--- config.mk ---
export PLATFORM = sky130hd
export DESIGN_NAME = sample_sequencer
export DESIGN_NICKNAME = d
export VERILOG_FILES = /design/src/rtl/sample_sequencer.sv
export SDC_FILE = /design/constraint.sdc
export NUM_CORES = 1
export LEC_CHECK = 0
export ABC_AREA = 1
export BUFFER_PORTS_ARGS = -buffer_cell sky130_fd_sc_hd__buf_2
export CAP_MARGIN = 20
export CORE_ASPECT_RATIO = 0.7
export CORE_UTILIZATION = 60
export CTS_CLUSTER_SIZE = 28
export DETAILED_ROUTE_END_ITERATION = 8
export PLACE_DENSITY = 0.87
export SETUP_SLACK_MARGIN = 0.1
export SLEW_MARGIN = 5
export SYNTH_ARGS = -nofsm -noshare
export SYNTH_HDL_FRONTEND = slang
export SYNTH_SLANG_ARGS = --single-unit
export TNS_END_PERCENT = 1
--- constraint.sdc ---
create_clock -name CLK100MHZ -period 3.52 [get_ports CLK100MHZ]
set_clock_uncertainty 0.05 [all_clocks]
set_input_delay 0 -clock CLK100MHZ [delete_from_list [all_inputs] [get_ports CLK100MHZ]]
set_output_delay 0 -clock CLK100MHZ [all_outputs]
set_load 0.02 [all_outputs]
--- src/rtl/sample_sequencer.sv ---
// Sample sequencer: walks BRAM addresses 0..LAST_ADDR on a sample-rate tick
// derived from CLK100MHZ, captures each read word with a one-cycle valid strobe,
// then issues DRAIN_TICKS extra pipe_en pulses to flush the downstream chain.
// BRAM_LAT must be >= 1 and DIV >= BRAM_LAT+2 so a read finishes before the next tick.
module sample_sequencer #(
    parameter int DIV         = 12500,
    parameter int ADDR_W      = 8,
    parameter int LAST_ADDR   = 79,
    parameter int BRAM_LAT    = 1,
    parameter int DRAIN_TICKS = 4
) (
    input  logic              CLK100MHZ,
    input  logic              reset,
    input  logic              start,
    input  logic              stop,
    input  logic              loop_mode,
    output logic              ena,
    output logic [ADDR_W-1:0] addra,
    input  logic [7:0]        douta,
    output logic [7:0]        sample_out,
    output logic              sample_valid,
    output logic              pipe_en,
    output logic              busy,
    output logic              done,
    output logic [15:0]       sample_count
);

    localparam int DIV_W = (DIV > 2) ? $clog2(DIV) : 1;
    localparam int LAT_W = (BRAM_LAT > 0) ? $clog2(BRAM_LAT + 1) : 1;
    localparam int DRN_W = $clog2(DRAIN_TICKS + 1);

    localparam logic [DIV_W-1:0]  DIV_LAST  = DIV_W'(DIV - 1);
    localparam logic [LAT_W-1:0]  LAT_INIT  = LAT_W'(BRAM_LAT);
    localparam logic [DRN_W-1:0]  DRN_LAST  = DRN_W'(DRAIN_TICKS - 1);
    localparam logic [ADDR_W-1:0] ADDR_LAST = ADDR_W'(LAST_ADDR);

    typedef enum logic [2:0] {IDLE, RUN, READ, DRAIN, DONE} state_t;

    state_t            state_q, state_d;
    logic [DIV_W-1:0]  div_q, div_d;
    logic [LAT_W-1:0]  lat_q, lat_d;
    logic [DRN_W-1:0]  drain_q, drain_d;
    logic [ADDR_W-1:0] addr_q, addr_d;
    logic [7:0]        sout_q, sout_d;
    logic [15:0]       cnt_q, cnt_d;
    logic              stop_pend_q, stop_pend_d;
    logic              start_q, stop_q;
    // A level held through reset is not an edge: rises count only once the
    // edge registers have seen one real sample after reset release.
    logic              arm_q;

    logic start_rise, stop_rise, tick;

    assign start_rise   = start & ~start_q & arm_q;
    assign stop_rise    = stop  & ~stop_q  & arm_q;
    assign busy         = (state_q == RUN) || (state_q == READ) || (state_q == DRAIN);
    assign done         = (state_q == DONE);
    assign tick         = busy && (div_q == DIV_LAST);
    assign pipe_en      = tick;
    assign ena          = (state_q == RUN) || (state_q == READ);
    assign sample_valid = (state_q == READ) && (lat_q == '0);
    assign addra        = addr_q;
    assign sample_out   = sout_q;
    assign sample_count = cnt_q;

    // Edge-detect history for start/stop.
    always_ff @(posedge CLK100MHZ or negedge reset) begin
        if (!reset) begin
            start_q <= 1'b0;
            stop_q  <= 1'b0;
            arm_q   <= 1'b0;
        end else begin
            start_q <= start;
            stop_q  <= stop;
            arm_q   <= 1'b1;
        end
    end

    // State and datapath registers.
    always_ff @(posedge CLK100MHZ or negedge reset) begin
        if (!reset) begin
            state_q     <= IDLE;
            div_q       <= '0;
            lat_q       <= '0;
            drain_q     <= '0;
            addr_q      <= '0;
            sout_q      <= '0;
            cnt_q       <= '0;
            stop_pend_q <= 1'b0;
        end else begin
            state_q     <= state_d;
            div_q       <= div_d;
            lat_q       <= lat_d;
            drain_q     <= drain_d;
            addr_q      <= addr_d;
            sout_q      <= sout_d;
            cnt_q       <= cnt_d;
            stop_pend_q <= stop_pend_d;
        end
    end

    // Next-state logic: divider, read latency, address walk, drain.
    always_comb begin
        state_d     = state_q;
        div_d       = busy ? (tick ? '0 : div_q + 1'b1) : '0;
        lat_d       = lat_q;
        drain_d     = drain_q;
        addr_d      = addr_q;
        sout_d      = sout_q;
        cnt_d       = cnt_q;
        stop_pend_d = stop_pend_q;

        case (state_q)
            IDLE, DONE: begin
                // stop is ignored in DONE; a simultaneous stop vetoes start in IDLE
                if (start_rise && (state_q == DONE || !stop_rise)) begin
                    state_d     = RUN;
                    addr_d      = '0;
                    cnt_d       = '0;
                    lat_d       = '0;
                    drain_d     = '0;
                    stop_pend_d = 1'b0;
                end
            end
            RUN: begin
                if (stop_rise) stop_pend_d = 1'b1;
                if (tick) begin
                    state_d = READ;
                    lat_d   = LAT_INIT;
                end
            end
            READ: begin
                if (stop_rise) stop_pend_d = 1'b1;
                if (lat_q != '0) begin
                    lat_d = lat_q - 1'b1;
                    // douta is valid by the last latency cycle; capture so the
                    // word and its count appear together with sample_valid
                    if (lat_q == LAT_W'(1)) begin
                        sout_d = douta;
                        cnt_d  = (cnt_q == 16'hFFFF) ? cnt_q : cnt_q + 16'd1;
                    end
                end else begin
                    // valid cycle: decide where to go next
                    if (stop_pend_q || stop_rise) begin
                        state_d     = DRAIN;
                        drain_d     = '0;
                        stop_pend_d = 1'b0;
                    end else if (addr_q == ADDR_LAST) begin
                        if (loop_mode) begin
                            addr_d  = '0;
                            state_d = RUN;
                        end else begin
                            state_d = DRAIN;
                            drain_d = '0;
                        end
                    end else begin
                        addr_d  = addr_q + 1'b1;
                        state_d = RUN;
                    end
                end
            end
            DRAIN: begin
                if (tick) begin
                    if (drain_q == DRN_LAST) begin
                        state_d = DONE;
                        drain_d = '0;
                    end else begin
                        drain_d = drain_q + 1'b1;
                    end
                end
            end
            default: state_d = IDLE;
        endcase
    end

endmodule

# Word level (Yosys, flattened, before mapping)
# Cells that the tools add are included.
[totals]
register_bits = 57
[classes]
add_sub_neg = 5
n_eq_ne = 19
muxes = 37
bitwise_logic = 7
reduce_logical = 20
[op_table]
columns = ["operator", "count"]
rows = [
  ["16-bit two-way mux", 3],
  ["3-bit two-way mux", 14],
  ["8-bit two-way mux", 5],
  ["16-bit one-hot mux with 2 select lines", 1],
  ["14-bit two-way mux", 2],
  ["16-bit by 1-bit adder with 16-bit output (second input constant)", 1],
  ["16-bit equality test (second input constant)", 1],
  ["8-bit one-hot mux with 2 select lines", 1],
  ["14-bit by 1-bit adder with 14-bit output (second input constant)", 1],
  ["14-bit equality test (second input constant)", 1],
  ["2-bit inequality test (second input constant)", 7],
  ["3-bit one-hot mux with 4 select lines", 1],
  ["5-bit AND reduction", 2],
  ["3-bit by 2-bit equality test with 1-bit output (second input constant)", 3],
  ["3-bit one-hot mux with 3 select lines", 1],
  ["8-bit by 1-bit adder with 8-bit output (second input constant)", 1],
  ["8-bit by 7-bit equality test with 1-bit output (second input constant)", 1],
  ["1-bit two-way mux", 6],
  ["1-bit one-hot mux with 3 select lines", 2],
  ["6-bit AND reduction", 1],
  ["3-bit nonzero test", 2],
  ["1-bit bitwise AND", 4],
  ["1-bit logical OR", 4],
  ["2-bit AND reduction", 2],
  ["other kinds (17)", 21],
]

# Depth between registers and ports, before layout
[depth]
word_depth = 8
depth_mapped = 11
depth_no_buf = 11

# Worst setup path before layout
# No wires, ideal clock.
[synth_timing]
kind = "register to register"
from = "reg cnt_q[0] (netlist: sample_count[0])"
to = "reg cnt_q[6] (netlist: sample_count[6])"
arrival_time_ps = 1629
required_ps = 3347
setup_slack_ps = 1718
path_stages_with_launch = 12
n_path_buf = 1
synth_period_minus_slack_ps = 1802
path_cell_list = "dfrtp_1 > ha_1 > nand2_1 > inv_2 > nand2_2 > nor2_2 > nand4_1 > nand2_4 > nor2_8 > buf_8 > nand2_1 > nand2_1"
[synth_between]
elab_chain_cells = 4
elab_cells_between_ends = 7
cone_classes = "1 x add/sub; 2 x eq/ne; 3 x mux; 1 x reduce/logical"
[synth_lines]
columns = ["element", "line_no", "text"]
rows = [
  ["start: declaration", "45", "logic [15:0] cnt_q, cnt_d;"],
  ["start signal: assignment", "97", "cnt_q <= cnt_d;"],
  ["16-bit by 1-bit adder with 16-bit output", "140", "cnt_d = (cnt_q == 16'hFFFF) ? cnt_q : cnt_q + 16'd1;"],
  ["16-bit two-way mux", "140", ""],
  ["16-bit two-way mux", "134", "if (lat_q != '0) begin"],
  ["16-bit one-hot mux with 2 select lines", "113", "case (state_q)"],
]
# Several ways; a longest one is shown, not always the timed one. The select of a mux whose other input is x is not followed.
# A chain may end at the register's enable or synchronous reset.

# Worst setup path after layout
[layout_timing]
from = "reg state_q[2]"
to = "reg addr_q[2] (netlist: addra[2])"
[layout_between]
elab_chain_cells = 5
elab_cells_between_ends = 13
cone_classes = "6 x eq/ne; 1 x mux; 6 x reduce/logical"
[layout_lines]
columns = ["element", "line_no", "text"]
rows = [
  ["start: declaration", "39", "state_t state_q, state_d;"],
  ["start signal: assignment", "91", "state_q <= state_d;"],
  ["3-bit equality test", "113, 116", ""],
  ["1-bit logical OR", "116", "if (start_rise && (state_q == DONE || !stop_rise)) begin"],
  ["1-bit logical AND", "116", ""],
  ["2-bit inequality test (no source line)", "--", ""],
  ["5-bit AND reduction (no source line)", "--", ""],
  ["end signal: assignment", "95", "addr_q <= addr_d;"],
  ["end: declaration", "43", "logic [ADDR_W-1:0] addr_q, addr_d;"],
]
# Several ways; a longest one is shown, not always the timed one.

==> impl_metrics.env <==
export IMPL_drtIter0Drc=279
export IMPL_worstPathArrival_ps=2200
export IMPL_clock_insertion_delay_worst_skew_ps=350
export IMPL_stdcell_count=623
export IMPL_cp_slowest_stage_delay_ps=420
export IMPL_crit_path_max_fanout=26
export IMPL_max_cap_violations=0
export IMPL_starting_density_of_the_core_pct=63.6
export IMPL_clkSinkCount=57
export IMPL_floorplan_io_pins=50
export IMPL_reg2reg_slack_ps=1510
export IMPL_area_delta_synth_final_pct=17.4
export IMPL_die_area_um2=5970
export IMPL_cts_setup_buffers=0
export IMPL_setup_total_negative_slack_ps=0
export IMPL_leakagePower_nw=2.02
export IMPL_initial_antenna_violation_count=0
export IMPL_die_y_um=64.9
export IMPL_critical_path_slowest_cell="dfrtp_1"
export IMPL_power_density_nw_per_um2=571
export IMPL_achievable_frequency_mhz=498
export IMPL_drc=0
export IMPL_cts_root_buf="clkbuf_8"
export IMPL_vias_in_the_first_global_route=3098
export IMPL_cp_num_buf_inv=2
export IMPL_period_share_pct=57.1
export IMPL_post_synth_inst_count=483
export IMPL_buffer_ports_inserted=49
export IMPL_final_setup_viol_count=0
export IMPL_worst_ep_required_time_ps=3710
export IMPL_tritoncts="built"
export IMPL_worst_slew_margin_rel_pct=51.9
export IMPL_run_status="finished, final reports clean"
export IMPL_syn_area_um2=3390
export IMPL_worstSetupStartpointType="register"
export IMPL_htreeDepth=3
export IMPL_core_area_um2=5340
export IMPL_worst_pin_slew_ps=722
export IMPL_post_dp_hpwl_mm=5.50
export IMPL_rows=22
export IMPL_synth_seq_cells=57
export IMPL_fin_crit_ps=2010
export IMPL_synth_ff_type="dfrtp_1"
export IMPL_number_of_buffers_between_clock_root_and_the_deepest_sink=2
export IMPL_number_of_max_slew_violations_in_the_final_report=0
export IMPL_synth_sequential_area_ratio_pct=42.0
export IMPL_avgViaCountPerCell=5.37
export IMPL_cts_inserted_buffers=9
export IMPL_synth_unique_cells=32
export IMPL_worst_vdd_ir_v=0.000379
export IMPL_rsz0062_at_grt="false"
export IMPL_yosys_warnings=0
export IMPL_postRouteAntennaNets=0
export IMPL_gp_routability_congestion=0.896
export IMPL_globalRoute_totalOverflow=0
export IMPL_synth_fp_nets=500
export IMPL_path_cells="inv_2, nand3_4, nand2_2, inv_2, nand2_4, nand2_4, nor2_4, nand2_2, nand2_1, nand2_1"
export IMPL_final_report_hold_violation_count=0
export IMPL_num_vias=3344
export IMPL_grt_pass1_wl_mm=13.8
export IMPL_category_of_cells_accounting_for_the_largest_share_of_critical_path_delay="simple AND/OR/NAND/NOR gates"
export IMPL_synth_edf_count=0
export IMPL_path_clk_slew_ps=70
export IMPL_share_of_flip_flops_with_an_asynchronous_set_or_reset_after_synthesis_pct=100
export IMPL_die_w_um=91.9
export IMPL_drt_pre_antenna_iters=5
export IMPL_wire_per_inst_um=13.1
export IMPL_n_antenna_cell=0
export IMPL_postCtsResizedCells=0
export IMPL_grt_max_degree=58
export IMPL_timing_worst_setup_path_type="register to register"
export IMPL_sum_of_routed_wire_length_over_all_layers_mm=8.19
export IMPL_timing_critical_path_to_type="register"
export IMPL_place_detailed_instances=596
export IMPL_globalRouteTotalUtil_pct=30.2
export IMPL_post_synth_cell_area_avg_um2=7.03
export IMPL_hp_class="input pin to register"
export IMPL_final_net_count=563
export IMPL_final_layout_size_suffix_gt1_share_pct=15.8
export IMPL_finalCoreUtilization_pct=74.6
-- stage by stage --
step / hold WS [ps] / cell area (µm²) / total power [mW] / setup WS [ps]
floorplan: -346 / 3390 / 1.50 / 1720
global placement: 73.8 / 3680 / 1.61 / 1630
detailed placement: 82.2 / 3680 / 1.65 / 1520
CTS: 256 / 3980 / 2.27 / 1510
global route: 291 / 3980 / 2.42 / 1330
finish: 255 / 3980 / 2.28 / 1510
-- logic make-up after synthesis --
kind of cell	share of synthesized area (%)
simple gates	41.5
buf+inv	8.18
flops	42.0
compound gates	3.91
xor+xnor	2.84
fa+ha+maj	1.47
other cells	0.110
-- tightest hold or removal path, cell delays in order --
cell,delay [ps]
buf_2,80
inv_1,40
nand4_1,110
nand2_1,70
nand2_2,160
nand3_1,100
nand2_1,60
-- metal layers --
metal / track usage, % / share of wire [%] / vias to the layer above
met3: 8.22 / 6.8 / 12
met4: 8.40 / 1.1 / 0
met5: 0 / 0 / -
li1: - / - / 1643
met1: 39.8 / 46 / 1553
met2: 49.5 / 46 / 136
-- path summary, 6_finish.rpt --
path | startpoint | end | depth (start not counted)
worst min register to register | drain_q[1] | drain_q[1] | 2
min in group asynchronous | reset | div_q[12] | 3
worst min-delay path | loop_mode | addra[1] | 7
worst max-delay path | state_q[2] | addra[2] | 10
worst max register to register | state_q[2] | addra[2] | 10
max in group asynchronous | reset | sample_count[14] | 3
-- layout make-up --
class	count	area, µm²
tap	72	90.1
fill	407	1360
inverter	56	210
sequential	57	1430
timing repair buffer	62	370
clock inverter	5	55.1
clock buffer	11	141
multi-input combinational	360	1690
-- cell usage after synthesis (2+ instances only) --
cell / n / share of area (%)
or2_2: 2 / 0.37
nand2_4: 3 / 1.0
nand3b_1: 3 / 0.66
nor2_1: 69 / 7.6
nand3_1: 34 / 5.0
buf_4: 2 / 0.44
nand4_1: 12 / 2.2
xor2_1: 10 / 2.6
dfrtp_1: 57 / 42
nor3_1: 18 / 2.7
nand2_2: 4 / 0.74
o21ai_0: 16 / 2.4
inv_2: 5 / 0.55
buf_2: 3 / 0.44
nor2_4: 2 / 0.66
ha_1: 4 / 1.5
nor3b_1: 3 / 0.66
clkbuf_1: 3 / 0.33
nand2_1: 162 / 18
a21oi_1: 9 / 1.3
inv_1: 50 / 5.5
nor2_2: 2 / 0.37
-- report_power, final --
group          internal, mW  switching, mW  total, mW
Sequential            0.719         0.0765      0.795
Combinational         0.233          0.626      0.859
Clock                 0.343          0.278      0.621
Total                  1.30          0.981       2.28
-- sequential cells by signal, summed over array words and instances (netlist names) --
signal / count
drain_q: 3
stop_q: 1
state_q: 3
arm_q: 1
start_q: 1
div_q: 14
lat_q: 1
addra: 8
sample_count: 16
sample_out: 8
stop_pend_q: 1
-- cells in the final DEF, fill, tap and decap left out --
master	n
dlygate4sd3_1	11
nand3_2	1
o21ai_0	16
or2_2	2
nand4_1	12
buf_2	49
buf_4	2
nor2_2	2
nor3b_1	3
clkinvlp_4	2
o211ai_1	1
nand2_1	162
clkbuf_8	10
conb_1	1
nand2_2	4
nor2_8	1
ha_1	4
inv_1	50
nand2_4	3
nand3_1	34
dfrtp_1	57
nand3b_1	3
nand3_4	1
nor2_1	69
xor2_1	10
xnor2_1	1
nor4_1	1
inv_2	5
clkinv_2	2
clkinv_1	1
a21oi_1	9
clkbuf_1	1
nor3_1	18
bufinv_16	1
nor2_4	2
-- repair_timing --
action / in CTS / in global routing
hold buffers: 11 / 0
endpoints found under the setup margin: 0 / 0
endpoints found under the hold margin: 67 / 0
No activity file was read; power rests on OpenSTA's default activity.
